File: src/rtl/adder_bist_ctrl.sv
// adder_bist_ctrl: LFSR pattern generator / MISR compactor BIST controller for the N-bit adder top.
// Define ADDER_BIST_SIG_OUT_EN to add the diagnostic port sig (live MISR signature).
module adder_bist_ctrl #(
    parameter int           N          = 16,
    parameter int           PAT_CNT    = 256,
    parameter logic [2*N:0] LFSR_SEED  = '1,
    parameter logic [2*N:0] LFSR_TAPS  = (2*N+1)'(33'h1_0008_0000),
    parameter logic [N:0]   MISR_TAPS  = (N+1)'(17'h1_2000),
    parameter logic [N:0]   GOLDEN_SIG = '0
) (
    input  logic         clk,
    input  logic         rst,
    input  logic         start,
    output logic         busy,
    output logic         done,
    output logic         pass,
    output logic [N-1:0] pin_a,
    output logic [N-1:0] pin_b,
    output logic         pin_cin,
    output logic         pin_sel,
    input  logic [N-1:0] pin_sum,
`ifdef ADDER_BIST_SIG_OUT_EN
    input  logic         pin_co,
    output logic [N:0]   sig
`else
    input  logic         pin_co
`endif
);

    localparam int CW = (PAT_CNT > 2) ? $clog2(PAT_CNT) : 1;
    localparam logic [CW-1:0] LAST = CW'(PAT_CNT - 1);

    typedef enum logic [1:0] {IDLE, RUN, CMP, DONE} state_t;

    state_t        state;
    state_t        state_nx;
    logic          load;
    logic [CW-1:0] cnt;
    logic [2*N:0]  lfsr;
    logic [N:0]    misr;

    function automatic logic [2*N:0] lfsr_next(input logic [2*N:0] s);
        return {s[2*N-1:0], ^(s & LFSR_TAPS)};
    endfunction

    function automatic logic [N:0] misr_next(input logic [N:0] m, input logic [N:0] resp);
        return {m[N-1:0], ^(m & MISR_TAPS)} ^ resp;
    endfunction

    always_comb begin
        state_nx = state;
        load     = 1'b0;
        busy     = 1'b0;
        done     = 1'b0;
        pin_sel  = 1'b0;
        case (state)
            IDLE: begin
                if (start) begin
                    state_nx = RUN;
                    load     = 1'b1;
                end
            end
            RUN: begin
                busy    = 1'b1;
                pin_sel = 1'b1;
                if (cnt == LAST) state_nx = CMP;
            end
            CMP: begin
                busy     = 1'b1;
                state_nx = DONE;
            end
            DONE: begin
                done = 1'b1;
                if (start) begin
                    state_nx = RUN;
                    load     = 1'b1;
                end
            end
            default: state_nx = IDLE;
        endcase
    end

    // Pattern pins are a pure decode of the LFSR, gated to zero outside RUN.
    assign pin_a   = pin_sel ? lfsr[N-1:0]   : '0;
    assign pin_b   = pin_sel ? lfsr[2*N-1:N] : '0;
    assign pin_cin = pin_sel & lfsr[2*N];

    always_ff @(posedge clk) begin
        if (rst) begin
            state <= IDLE;
            cnt   <= '0;
            lfsr  <= LFSR_SEED;
            misr  <= '0;
            pass  <= 1'b0;
        end else begin
            state <= state_nx;
            if (load) begin
                cnt  <= '0;
                lfsr <= LFSR_SEED;
                misr <= '0;
                pass <= 1'b0;
            end else if (state == RUN) begin
                // The adder is combinational, so the response to the current pattern is absorbed now.
                lfsr <= lfsr_next(lfsr);
                misr <= misr_next(misr, {pin_co, pin_sum});
                if (cnt != LAST) cnt <= cnt + 1'b1;
            end else if (state == CMP) begin
                pass <= (misr == GOLDEN_SIG);
            end
        end
    end

`ifdef ADDER_BIST_SIG_OUT_EN
    assign sig = misr;
`endif

endmodule

File: config.mk
export PLATFORM = sky130hd
export DESIGN_NAME = adder_bist_ctrl
export DESIGN_NICKNAME = d
export VERILOG_FILES = /design/src/rtl/adder_bist_ctrl.sv
export SDC_FILE = /design/constraint.sdc
export NUM_CORES = 1
export LEC_CHECK = 0
export ABC_AREA = 0
export CAP_MARGIN = 20
export CORE_UTILIZATION = 50
export DETAILED_ROUTE_END_ITERATION = 6
export PLACE_DENSITY_LB_ADDON = 0.3
export SETUP_SLACK_MARGIN = 0.2
export SYNTH_ARGS = -nofsm -noshare
export SYNTH_HDL_FRONTEND = slang
export SYNTH_SLANG_ARGS = --single-unit
File: constraint.sdc
create_clock -name clk -period 2.3 [get_ports clk]
set_clock_uncertainty 0.1 [all_clocks]
set_input_delay 0.23 -clock clk [delete_from_list [all_inputs] [get_ports clk]]
set_output_delay 0.23 -clock clk [all_outputs]
set_load 0.03 [all_outputs]
; ---- Yosys cells after proc, flatten, opt, wreduce, memory -nomap -nowiden
; Index checks and enable logic that the tools add are counted.
[op_classes]
n_reduce_logical = 10
bitwise_logic = 3
mux = 10
add_sub_neg = 1
n_eq_ne = 7
[op_table]
columns = op, count
row1 = parity 33 bit, 1
row2 = two-way mux 16 bit, 2
row3 = logical NOT 17 bit, 1
row4 = parity 17 bit, 1
row5 = bitwise XOR 17 bit, 1
row6 = adder 8 x 1 -> 8 bit (second input constant), 1
row7 = equality test 8 bit (second input constant), 1
row8 = inequality test 8 bit (second input constant), 1
row9 = case mux 2 bit (3 select lines), 1
row10 = AND reduction 2 bit, 3
row11 = OR reduction 2 bit, 3
row12 = two-way mux 1 bit, 5
row13 = equality test 2 bit (second input constant), 2
row14 = two-way mux 2 bit, 2
row15 = equality test 2 x 1 -> 1 bit (second input constant), 1
row16 = logical NOT 2 bit, 1
row17 = inequality test 2 x 1 -> 1 bit (second input constant), 1
row18 = inequality test 2 bit (second input constant), 1
row19 = AND 1 bit, 1
row20 = inverter 1 bit, 1
[word_totals]
input_bits = 20
regBits = 61
output_inout_bits = 37
word_cells = 36

; ---- Longest topological paths before layout
[depth]
ltp_word = 4
ltp_mapped = 8
mapped_depth_nobuf = 6

; ---- Least setup slack after synthesis
; No wires, ideal clock.
[synth_path]
kind = register to output
start = register state[0]
end = output pin_cin
required_ps = 1970
n_path_buf = 3
t_arrival_ps = 1664
slack_ps = 306
path_stages_with_launch = 6
cell_sequence = dfxtp_1 ha_1 buf_2 buf_2 buf_2 and2_1
[synth_via]
elab_chain_cells = 3
[synth_lines]
columns = item, line
row1 = "start, declared", 35  ; state_t state;
row2 = "start signal, assigned", 96  ; state <= state_nx;
row3 = equality test 2 x 1 -> 1 bit, 56  ; case (state)
row4 = two-way mux 1 bit, 56
row5 = net pin_sel, 20  ; output logic pin_sel,
row6 = AND 1 bit, 86  ; assign pin_cin = pin_sel & lfsr[2*N];
row7 = "end, declared", 19  ; output logic pin_cin,
; The timed path passes the listed nets, and every way through them passes these cells.

; ---- Final worst setup path
[layout_path]
start = register state[0]
end = output busy
[layout_via]
elab_chain_cells = 3
elab_cells_between_ends = 4
cone_classes = eq/ne (2) / mux (1) / reduce/logical (1)
[layout_lines]
columns = item, line
row1 = equality test 2 x 1 -> 1 bit / equality test 2 bit (equally long branches), 56
row2 = OR reduction 2 bit (no line) (*), -
row3 = two-way mux 1 bit (*), 56
row4 = "end, declared", 14  ; output logic busy,
; Mark *: on every way between the ends. The rest lies on a longest branch, timed or not.

==> impl_results.md <==
- Status: completed
- Yosys top cell by area: dfxtp_1
- Flops & latches, synth: 61
- Fin nets: 344
- Die footprint: about 0.0054 mm2
- Int Pwr: 3.15 mW
- TritonRoute pass-1 iters: 4
- Initial antenna violation count: 0
- Post-synth EDFFs: 0
- Worst-Skew Late Latency: approximately 0.33 ns
- Yosys warning total: 0
- Fmax achieved: between 0.4 and 0.5 GHz
- Average wire per standard cell: about 13 um
- Via Count: roughly 2000
- Highest-count cells in the layout ignoring fill and taps: dfxtp_1 (61), buf_4 (40), and2_1 (33), a211o_1 (32), nor2_1 (26)
- Worst EP required: 1.97 ns
- Diodes inserted: 0
- # DRC: 0
- Core area: 0.00482 mm2
- Clock Tree Buf Depth: 2
- Final setup fails: 0
- 1st-iter DRT viols: 140
- Clock transition at the registers of the reported paths: 0.06 ns
- Fin. Hold Viols: 0
- Setup total negative slack: 0 ns
- # port buffers: 56
- Tmin final: about 2 ns
- Power density cells: around 1600 mW/mm2
- Setup crit end kind: output port
- Row cnt: 25
- Global placement routability congestion: around 0.75
- RR Startpoint: state[0]
- Cell count after synthesis: 260
- Count of final max-slew check failures: 0
- WL final: ~5000 um
- Final Power: about 5.4 mW
- Post-route cell area: 0.00337 mm2
- GRT Total Usage: 0.208
- Io pins: 57
- Power share of the clock group: 0.196
- Detailed Place HPWL: ~3400 um
- Actual slew at the worst max-slew pin: 0.551 ns
- Share of post-route cells with drive strength above 1: 0.201
- Multi-input gate area: roughly 0.0013 mm2
- FF-to-FF setup slack: 0.44 ns
- Layout area overhead: 31.0%
- DIE WIDTH: about 74 um
- Async SR Flop Fraction: 0
- GR Overflow Total: 0
- Layout fillers: approximately 410
- Finished Layout Cells: a little under 400
- Die Y: about 74 um
- Ys flop type: dfxtp_1
- Gate power share: 0.507
- Sw power: between 2 and 2.5 mW
- Reg2reg end: cnt[5]
- Register area: ~0.0012 mm2
- Worst setup path class: register to output port
- Vias in the first global route: between 1500 and 2000
- Cell Area, Placed: 0.00311 mm2
- Syn_nets: about 290
- Reg2Reg Depth: 5
- Final period utilization: 0.871
- Crit start category: register
- Hold Path Sink: lfsr[15]
- Slew HR: 0.633
- Post-synth top area share: 0.475
- Crit path DAT: between 1.5 and 2 ns
- RSZ-0062 raised after global routing: no
- Maximum vdd drop: between 1 and 1.5 mV
- Worst hold path type: register to register
- CTS tree: yes
- Min-delay src: lfsr[15]
- Global-route wire length before repair: roughly 8600 um
- Area contributors post-synth: dfxtp_1 (48%), a211o_1 (11%), and2_1 (8.0%)
- Pin count of the biggest net entering global routing: 31
- Hold path depth: 1
- TritonCTS Buffers: 9
- Switching share of power: 0.417
- CP max FO: 5
- Final ANT Viol Nets: 0
- Root Driver: clkbuf_8
- Placed cells: approximately 370
- P_leak: roughly 1.3 nW
- Commonest non-fill, non-tap cell in the layout: dfxtp_1
- H-tree depth: 3
- CTS sink cnt: 61
- Max-cap check violation count: 0
- Syn avg cell area: slightly below 10 um2
- Post-synthesis sequential area ratio: 0.475
- Starting Density: 0.533
- Via density: between 5 and 6
- Cell Area, Synth: between 0.002 and 0.003 mm2
- Netlist cell types: 33
- Seq pwr share: 0.296
## power groups by stage
stage | Sequential, mW | Combinational [mW] | Clock, mW
finish | 1.60 | 2.74 | 1.06
global route | 1.64 | 2.96 | 1.13
CTS | 1.60 | 2.74 | 1.09
detailed placement | 1.62 | 2.71 | 0
global placement | 1.60 | 2.70 | 0
floorplan | 1.57 | 1.90 | 0
## flip-flops by register name (all words and copies together) (netlist names)
register and cells:
misr 17, lfsr 33, pass 1, state 2, cnt 8
## synthesized netlist by cell type, types with 4 or more instances
master    number
a211oi_1      16
nor4_1         4
buf_2          5
nor2_1        26
clkbuf_1       8
nand2_1        8
and2_1        33
a21oi_1        5
inv_1          5
xnor2_1       21
o21ai_0        4
a211o_1       32
dfxtp_1       61
ha_1           5
## metal layers
layer,GRT usage,part of all wire
met5,0,0
met4,0.0791,0.0047
met3,0.0713,0.055
met2,0.328,0.45
met1,0.263,0.49
## logic make-up (layout without fill, tap and decap cells)
group                    count (synthesis)  after routing  synth area share
flip-flops                              61             61             0.475
XOR/XNOR                                23             23            0.0784
buffers and inverters                   22             86            0.0346
multiplexers                             2              2           0.00779
AND/OR/NAND/NOR                         84             84             0.174
AO/OA/AOI/OAI                           63             63             0.206
adder cells (fa/ha/maj)                  5              5            0.0244
## layout make-up
cell class,count,share of cell area
Multi-Input combinational cell,177,0.378
Clock buffer,12,0.0461
Clock inverter,4,0.0208
Tap cell,67,0.0249
Timing Repair Buffer,64,0.160
Inverter,6,0.00669
Sequential cell,61,0.363
## how the worst max path moves through the flow
stage                  start        end  slack [ns]  cells past startpoint
floorplan           state[0]    pin_cin        0.31                      5
global placement    state[0]       busy        0.45                      4
detailed placement  state[0]       busy        0.41                      4
CTS                 state[0]  pin_b[15]        0.25                      4
global route        state[0]       busy        0.23                      4
finish              state[0]       busy        0.30                      4
## through the flow
stage          hold WS, ns  worst slack, ns   util
6_report             0.359            0.298  0.699
5_1_grt              0.377            0.226  0.699
4_1_cts              0.361            0.253  0.696
3_5_place_dp         0.344            0.415  0.646
3_3_place_gp         0.336            0.452  0.646
2_1_floorplan        0.198            0.306      -
## what timing repair did
action,in CTS,in global routing
cloned,0,0
buffers inserted,0,2
hold buffers,0,0
resized for setup,4,0
pin swaps,0,1
endpoints found under the setup margin,9,6
## worst max-delay path, cell delays in order (launching register included)
cell and delay [ns]:
dfxtp_1 0.46, inv_1 0.08, ha_1 0.36, inv_1 0.06, dlygate4sd2_1 0.39
(Power assumes the default switching activity.)
